--- src/rtl/pot_write_scheduler.sv ---
// Arbitrates two coalescing write slots onto the single digital-pot I2C write master.
// Define POT_REFRESH_EN to periodically rewrite last_value when no request is pending.
module pot_write_scheduler #(
  parameter int unsigned MAX_VALUE      = 100,
  parameter int unsigned START_TIMEOUT  = 64,
  parameter int unsigned GAP_CYCLES     = 160,
  parameter int unsigned REFRESH_PERIOD = 1600000
) (
  input  logic       clk,
  input  logic       reset_n,
  input  logic       req0_valid,
  input  logic [7:0] req0_data,
  input  logic       req1_valid,
  input  logic [7:0] req1_data,
  input  logic       i2c_ready,
  output logic       i2c_enable,
  output logic [7:0] i2c_data,
  output logic       busy,
  output logic [1:0] grant,
  output logic       done,
  output logic [7:0] last_value,
  output logic       timeout_err,
  output logic       refresh
);

  localparam int TO_W  = (START_TIMEOUT > 1) ? $clog2(START_TIMEOUT + 1) : 1;
  localparam int GAP_W = (GAP_CYCLES > 1) ? $clog2(GAP_CYCLES + 1) : 1;

  typedef enum logic [2:0] {
    S_IDLE      = 3'd0,
    S_ISSUE     = 3'd1,
    S_WAIT_BUSY = 3'd2,
    S_WAIT_DONE = 3'd3,
    S_GAP       = 3'd4
  } state_t;

  state_t           state_r;
  logic             slot0_valid_r;
  logic             slot1_valid_r;
  logic [7:0]       slot0_data_r;
  logic [7:0]       slot1_data_r;
  logic             rr_ptr_r;
  logic [TO_W-1:0]  to_cnt_r;
  logic [GAP_W-1:0] gap_cnt_r;
  logic             take0_s;
  logic             take1_s;
  logic             ref_go_s;
  logic             start_s;
  logic             to_last_s;
  logic             gap_last_s;

  function automatic logic [7:0] clamp_value(input logic [7:0] v);
    return (32'(v) > MAX_VALUE) ? 8'(MAX_VALUE) : v;
  endfunction

  assign to_last_s  = (to_cnt_r == TO_W'(START_TIMEOUT - 32'd1));
  assign gap_last_s = (GAP_CYCLES <= 32'd1) || (gap_cnt_r == GAP_W'(GAP_CYCLES - 32'd1));

  // Round-robin pick in IDLE; rr_ptr_r=1 means req1 has priority on a tie.
  always_comb begin
    take0_s = 1'b0;
    take1_s = 1'b0;
    if (state_r == S_IDLE && i2c_ready == 1'b1) begin
      if (slot0_valid_r && (!slot1_valid_r || !rr_ptr_r)) begin
        take0_s = 1'b1;
      end else if (slot1_valid_r) begin
        take1_s = 1'b1;
      end else begin
        take1_s = 1'b0;
      end
    end else begin
      take0_s = 1'b0;
    end
  end

`ifdef POT_REFRESH_EN
  localparam int REF_W = (REFRESH_PERIOD > 1) ? $clog2(REFRESH_PERIOD + 1) : 1;
  logic [REF_W-1:0] ref_cnt_r;
  logic             ref_full_s;

  assign ref_full_s = (ref_cnt_r == REF_W'(REFRESH_PERIOD - 32'd1));
  assign ref_go_s   = (state_r == S_IDLE) && i2c_ready && !slot0_valid_r &&
                      !slot1_valid_r && ref_full_s;
`else
  assign ref_go_s = 1'b0;
  assign refresh  = 1'b0;
`endif

  assign start_s = take0_s | take1_s | ref_go_s;

  // Slots, arbitration pointer, transaction sequencer and registered outputs.
  always_ff @(posedge clk or negedge reset_n) begin
    if (!reset_n) begin
      state_r       <= S_IDLE;
      slot0_valid_r <= 1'b0;
      slot1_valid_r <= 1'b0;
      slot0_data_r  <= 8'd0;
      slot1_data_r  <= 8'd0;
      rr_ptr_r      <= 1'b0;
      to_cnt_r      <= '0;
      gap_cnt_r     <= '0;
      i2c_enable    <= 1'b0;
      i2c_data      <= 8'd0;
      busy          <= 1'b0;
      grant         <= 2'b00;
      done          <= 1'b0;
      last_value    <= 8'd0;
      timeout_err   <= 1'b0;
`ifdef POT_REFRESH_EN
      ref_cnt_r     <= '0;
      refresh       <= 1'b0;
`endif
    end else begin
      i2c_enable <= 1'b0;
      grant      <= 2'b00;
      done       <= 1'b0;
`ifdef POT_REFRESH_EN
      refresh    <= 1'b0;
`endif
      // A request in the same cycle as the clear wins (ordering of the writes below).
      if (take0_s) slot0_valid_r <= 1'b0;
      if (take1_s) slot1_valid_r <= 1'b0;
      if (req0_valid) begin
        slot0_valid_r <= 1'b1;
        slot0_data_r  <= clamp_value(req0_data);
      end
      if (req1_valid) begin
        slot1_valid_r <= 1'b1;
        slot1_data_r  <= clamp_value(req1_data);
      end

      case (state_r)
        S_IDLE: begin
          if (start_s) begin
            state_r    <= S_ISSUE;
            busy       <= 1'b1;
            i2c_enable <= 1'b1;
            grant      <= {take1_s, take0_s};
            i2c_data   <= take0_s ? slot0_data_r : (take1_s ? slot1_data_r : last_value);
            if (take0_s || take1_s) rr_ptr_r <= take0_s;
`ifdef POT_REFRESH_EN
            refresh    <= ref_go_s;
            ref_cnt_r  <= '0;
          end else if (!ref_full_s) begin
            ref_cnt_r  <= ref_cnt_r + REF_W'(1);
`endif
          end
        end
        S_ISSUE: begin
          state_r  <= S_WAIT_BUSY;
          to_cnt_r <= '0;
        end
        S_WAIT_BUSY: begin
          if (!i2c_ready) begin
            state_r <= S_WAIT_DONE;
          end else if (to_last_s) begin
            timeout_err <= 1'b1;
            state_r     <= S_GAP;
            gap_cnt_r   <= '0;
          end else begin
            to_cnt_r <= to_cnt_r + TO_W'(1);
          end
        end
        S_WAIT_DONE: begin
          if (i2c_ready) begin
            last_value <= i2c_data;
            done       <= 1'b1;
            state_r    <= S_GAP;
            gap_cnt_r  <= '0;
          end
        end
        S_GAP: begin
          if (gap_last_s) begin
            state_r <= S_IDLE;
            busy    <= 1'b0;
          end else begin
            gap_cnt_r <= gap_cnt_r + GAP_W'(1);
          end
        end
        default: begin
          state_r <= S_IDLE;
          busy    <= 1'b0;
        end
      endcase
    end
  end

endmodule
--- config.mk ---
export PLATFORM = sky130hd
export DESIGN_NAME = pot_write_scheduler
export DESIGN_NICKNAME = d
export VERILOG_FILES = /design/src/rtl/pot_write_scheduler.sv
export SDC_FILE = /design/constraint.sdc
export NUM_CORES = 1
export LEC_CHECK = 0
export CAP_MARGIN = 20
export CORE_MARGIN = 3
export CORE_UTILIZATION = 35
export DETAILED_ROUTE_END_ITERATION = 10
export SLEW_MARGIN = 5
export SYNTH_ARGS = -nofsm -noshare
export SYNTH_HDL_FRONTEND = slang
export SYNTH_SLANG_ARGS = --single-unit
--- constraint.sdc ---
create_clock -name clk -period 2.7 [get_ports clk]
set_input_delay 0.405 -clock clk [delete_from_list [all_inputs] [get_ports clk]]
set_output_delay 0.405 -clock clk [all_outputs]
set_load 0.005 [all_outputs]
; Word-level counts from Yosys, hierarchy flattened
; Cells that the tools add are included.
[word_totals]
regBits = 59
inputBits = 21
out_inout_bits = 23
wordCells = 91
[classes]
n_addsub = 2
n_lt_le_gt_ge = 2
eq_ne = 14
muxes = 36
bitwise_logic = 2
reduce_logical = 20
[op_table]
columns = cell, n
row1 = $mux 8, 8
row2 = $pmux 8 s3, 1
row3 = $gt 8x7->1 const B, 2
row4 = $mux 1, 15
row5 = $mux 3, 5
row6 = $pmux 3 s5, 1
row7 = $mux 7, 2
row8 = $ne 2x2->1 const B, 7
row9 = $pmux 7 s2, 1
row10 = $reduce_and 3->1, 4
row11 = $add 8x1->8 const B, 1
row12 = $eq 8x8->1 const B, 1
row13 = $add 7x1->7 const B, 1
row14 = $eq 7x6->1 const B, 1
row15 = $eq 3x2->1 const B, 2
row16 = $reduce_bool 2->1, 3
row17 = $reduce_and 5->1, 1
row18 = $mux 2, 2
row19 = $reduce_and 2->1, 2
row20 = $reduce_and 4->1, 1
row21 = $eq 3x1->1 const B, 1
row22 = $eq 3x3->1 const B, 1
row23 = $logic_not 3->1, 1
row24 = $ne 3x3->1 const B, 1
row25 = 8 further kinds, 11

; Longest topological paths before layout
[logic_depth]
ltp_word = 8
mapped_depth = 6
depth_no_buf = 5

; Least setup slack after synthesis
; OpenSTA, ideal clock, no wires.
[synth_path]
path_type = register to register
start = reg to_cnt_r[0]
end = reg to_cnt_r[5]
setup_ps = 118
arrival_ps = 1670
required_ps = 2582
path_slack_ps = 912
path_stages_with_launch = 6
n_path_buf = 0
period_less_slack_ps = 1788
path_cell_list = dfrtp_1 > ha_1 > and4_1 > a211oi_4 > mux2_4 > a21o_1
[synth_via]
elab_chain_cells = 4
elab_cells_between_ends = 7
classes_between = add/sub: 1 / eq/ne: 2 / mux: 3 / reduce/logical: 1
[synth_lines]
columns = element, line_no
row1 = from (decl), 43  ; logic [TO_W-1:0] to_cnt_r;
row2 = from (signal assigned), 161  ; to_cnt_r <= to_cnt_r + TO_W'(1);
row3 = $add 7x1->7, 161
row4 = $mux 7, 156  ; end else if (to_last_s) begin
row5 = $mux 7, 154  ; if (!i2c_ready) begin
row6 = $pmux 7 s2, 132  ; case (state_r)
; Several ways; a longest one is shown, not always the timed one. The select of a mux whose other input is x is not followed.
; A chain may end at the register's enable or synchronous reset.

; Worst setup path after layout
; Same ends and word-level chain as after synthesis.

==> flow_summary_export.csv <==
group,metric,value,unit
outcome,outcome,"finished, final reports clean",
final_layout,fin_util,45.8,%
worst_hold_path,hp-class,"flop to flop",
route,ant_nets,0,
placement,io_buffers,42,
global_routing,grtUsageTotal,14.3,%
setup_path,required,2.93,ns
synth,synth_flop_cell,"dfrtp_1",
setup_path,slowest_stage,"a211oi_4",
power,finalPower,3.00,mW
setup_path,start_kind,"flop",
floorplanning,start_util,36.2,%
synth,yosysWarningCount,0,
power,ir_worst_vdd,0.000365,V
power,power_leakage,1.52,nW
sta,worst_slew_pin_slew,0.582,ns
final_layout,final.fill_count,742,
setup_path,crit_chain,"ha_1, and4_1, a211oi_4, mux2_4, a21o_1",
clocking,htreeDepth,3,
route,wl_per_cell,13.7,µm
power,power_density,898,nW/µm²
final_layout,diodes,0,
sta,finClkSkew,0.00731,ns
sta,relSlewSlack,61.0,%
global_routing,antenna_found_initial,0,
worst_hold_path,hold_path.startpoint,"timeout_err",
final_layout,post-route-cell-area,3340,µm²
route,vias,1922,
route,drc,0,
synth,netlist_area,2640,µm²
sta,setup_viol,0,
setup_path,cp.arrival,2.11,ns
final_layout,multi_input_area,1020,µm²
clocking,cts_tree,"yes",
setup_path,slowest_delay,0.40,ns
sta,timing.final.crit_share,69.8,%
synth,syn_nets,271,
route,viasPerCell,4.82,
synth,synth_most_common_cell,"dfrtp_1",
final_layout,regArea,1480,µm²
floorplanning,ios,44,
sta,hold_viol_final,0,
clocking,cts_buffers,9,
clocking,path_clk_slew,0.06,ns
sta,maxSlewViolCount,0,
synth,synth_top_area_share,55.9,%
clocking,ctsRootBufferMaster,"clkbuf_8",
setup_path,crit_type,"flop to flop",
synth,synth_seq_area_share,55.9,%
synth,async_reset_ff_share,100,%
synth,yosys.area.top_type,"dfrtp_1",
route,drt_iter0_markers,92,
clocking,clk_latency,0.34,ns
sta,max_freq,530,MHz
synth,synth_cell_types,45,
setup_path,critPathLaunch,"to_cnt_r[0]",
clocking,cts_num_sinks,59,
final_layout,syn_to_final_growth,26.6,%
global_routing,grt_first_pass_wirelength,9670,µm
placement,place_hpwl,3870,µm
global_routing,grt_pass1_vias,2015,
synth,synth.area.top_cells,"dfrtp_1 56%, mux2i_1 4.5%, mux2_2 3.8%, inv_1 3.6%, nor2_1 3.1%",
floorplanning,die_w,92.9,µm
sta,layout_min_cycle_time,1.89,ns
setup_path,setup.worst_path.end_class,"flop",
global_routing,grt_overflow,0,
floorplanning,fp.dieH,92.9,µm
sta,finalSetupTns,0,ns
floorplanning,row_count,31,
synth,syn-instance-count,248,
floorplanning,die_area,8620,µm²
final_layout,fin_nets,319,
synth,synth_common_cells,"59 x dfrtp_1, 25 x inv_1, 22 x nor2_1, 17 x nand2_1, 16 x a21oi_1",
global_routing,grt_max_degree,28,
clocking,cts_resized,0,
route,routed_wl,5450,µm
run,maxCapViolations,0,
sta,rsz0062_at_grt,"false",
placement,dpl_cell_area,3150,µm²
floorplanning,core-area,7290,µm²
placement,globalplace.congestion,0.799,
setup_path,crit_fanout,9,
synth,avgSynthCellArea,10.6,µm²
route,dr.pass1.iters,5,
setup_path,reg2reg_slack,0.81,ns
synth,ys_seq_elements,59,
final_layout,drive_above_1_share,11.7,%
synth,synth-edff-count,0,
setup_path,r2r-start,"to_cnt_r[0]",
clocking,cts_max_path_buffers,2,
-- worst max-delay path, delay by kind of cell, from the launching register on --
| kind | cells | cell delay (ns) |
|---|---|---|
| compound gates | 2 | 0.57 |
| fa+ha+maj | 1 | 0.22 |
| flops | 1 | 0.39 |
| mux | 1 | 0.33 |
| simple gates | 1 | 0.26 |
-- where the power goes --
part / switching (mW) / internal, mW
Combinational: 0.377 / 0.525
Sequential: 0.239 / 1.13
Clock: 0.326 / 0.400
Total: 0.942 / 2.06
-- area by class of cell --
type                    count  area share (%)
flip-flops and latches     59            44.2
clock inverters             2           0.300
repair buffers             46            13.4
well taps                  99            3.71
multi-input cells         155            30.6
inverters                  25            2.81
clock buffers              13            5.05
-- routing by layer --
metal / share of wire, % / wire length [µm] / GRT usage [%] / vias to the layer above
met5: 0 / 0 / 0 / -
met4: 1.8 / 96 / 6.23 / 0
met3: 5.6 / 303 / 4.55 / 9
met2: 46 / 2520 / 21.5 / 49
met1: 46 / 2530 / 19.0 / 913
li1: - / - / - / 951
-- kinds of logic after synthesis --
logic type / share of synthesized area [%]
AND/OR/NAND/NOR: 14.6
adder cells (fa/ha/maj): 0.948
multiplexers: 8.96
flip-flops: 55.9
buffers and inverters: 5.40
AO/OA/AOI/OAI: 14.0
other: 0.142
-- path summary, 6_finish.rpt --
kind	cells after the start	end
worst min-delay path	2	timeout_err
worst max-delay path	5	to_cnt_r[5]
worst max register to register	5	to_cnt_r[5]
min in group asynchronous	2	gap_cnt_r[3]
worst min register to register	2	timeout_err
max in group asynchronous	3	slot1_data_r[4]
-- sequential cells by signal (all words and copies together), names as in the netlist --
signal / count
busy: 1
done: 1
gap_cnt_r: 8
grant: 2
i2c_data: 8
i2c_enable: 1
last_value: 8
rr_ptr_r: 1
slot0_data_r: 8
slot0_valid_r: 1
slot1_data_r: 8
slot1_valid_r: 1
state_r: 3
timeout_err: 1
to_cnt_r: 7
-- stage by stage --
step,instances,worst slack [ns],hold WS (ns)
after global placement,383,0.574,0.329
after detailed placement,383,0.587,0.328
after CTS,399,0.796,0.478
after floorplan,248,0.912,0.109
after global routing,399,0.666,0.518
final,399,0.815,0.477
-- repair_timing --
item | in CTS | in global routing
endpoints found under the hold margin | 12 | 0
hold buffers | 1 | 0
buffers inserted | 0 | 0
-- layout by cell type (no fill, tap or decap), types with 10 or more instances in the layout --
master / instances
dfrtp_1: 59
clkdlybuf4s50_1: 41
inv_1: 25
nor2_1: 22
nand2_1: 17
a21oi_1: 16
mux2i_1: 12
clkbuf_8: 12
o21ai_0: 10
Power figures use the tool's default switching activity.
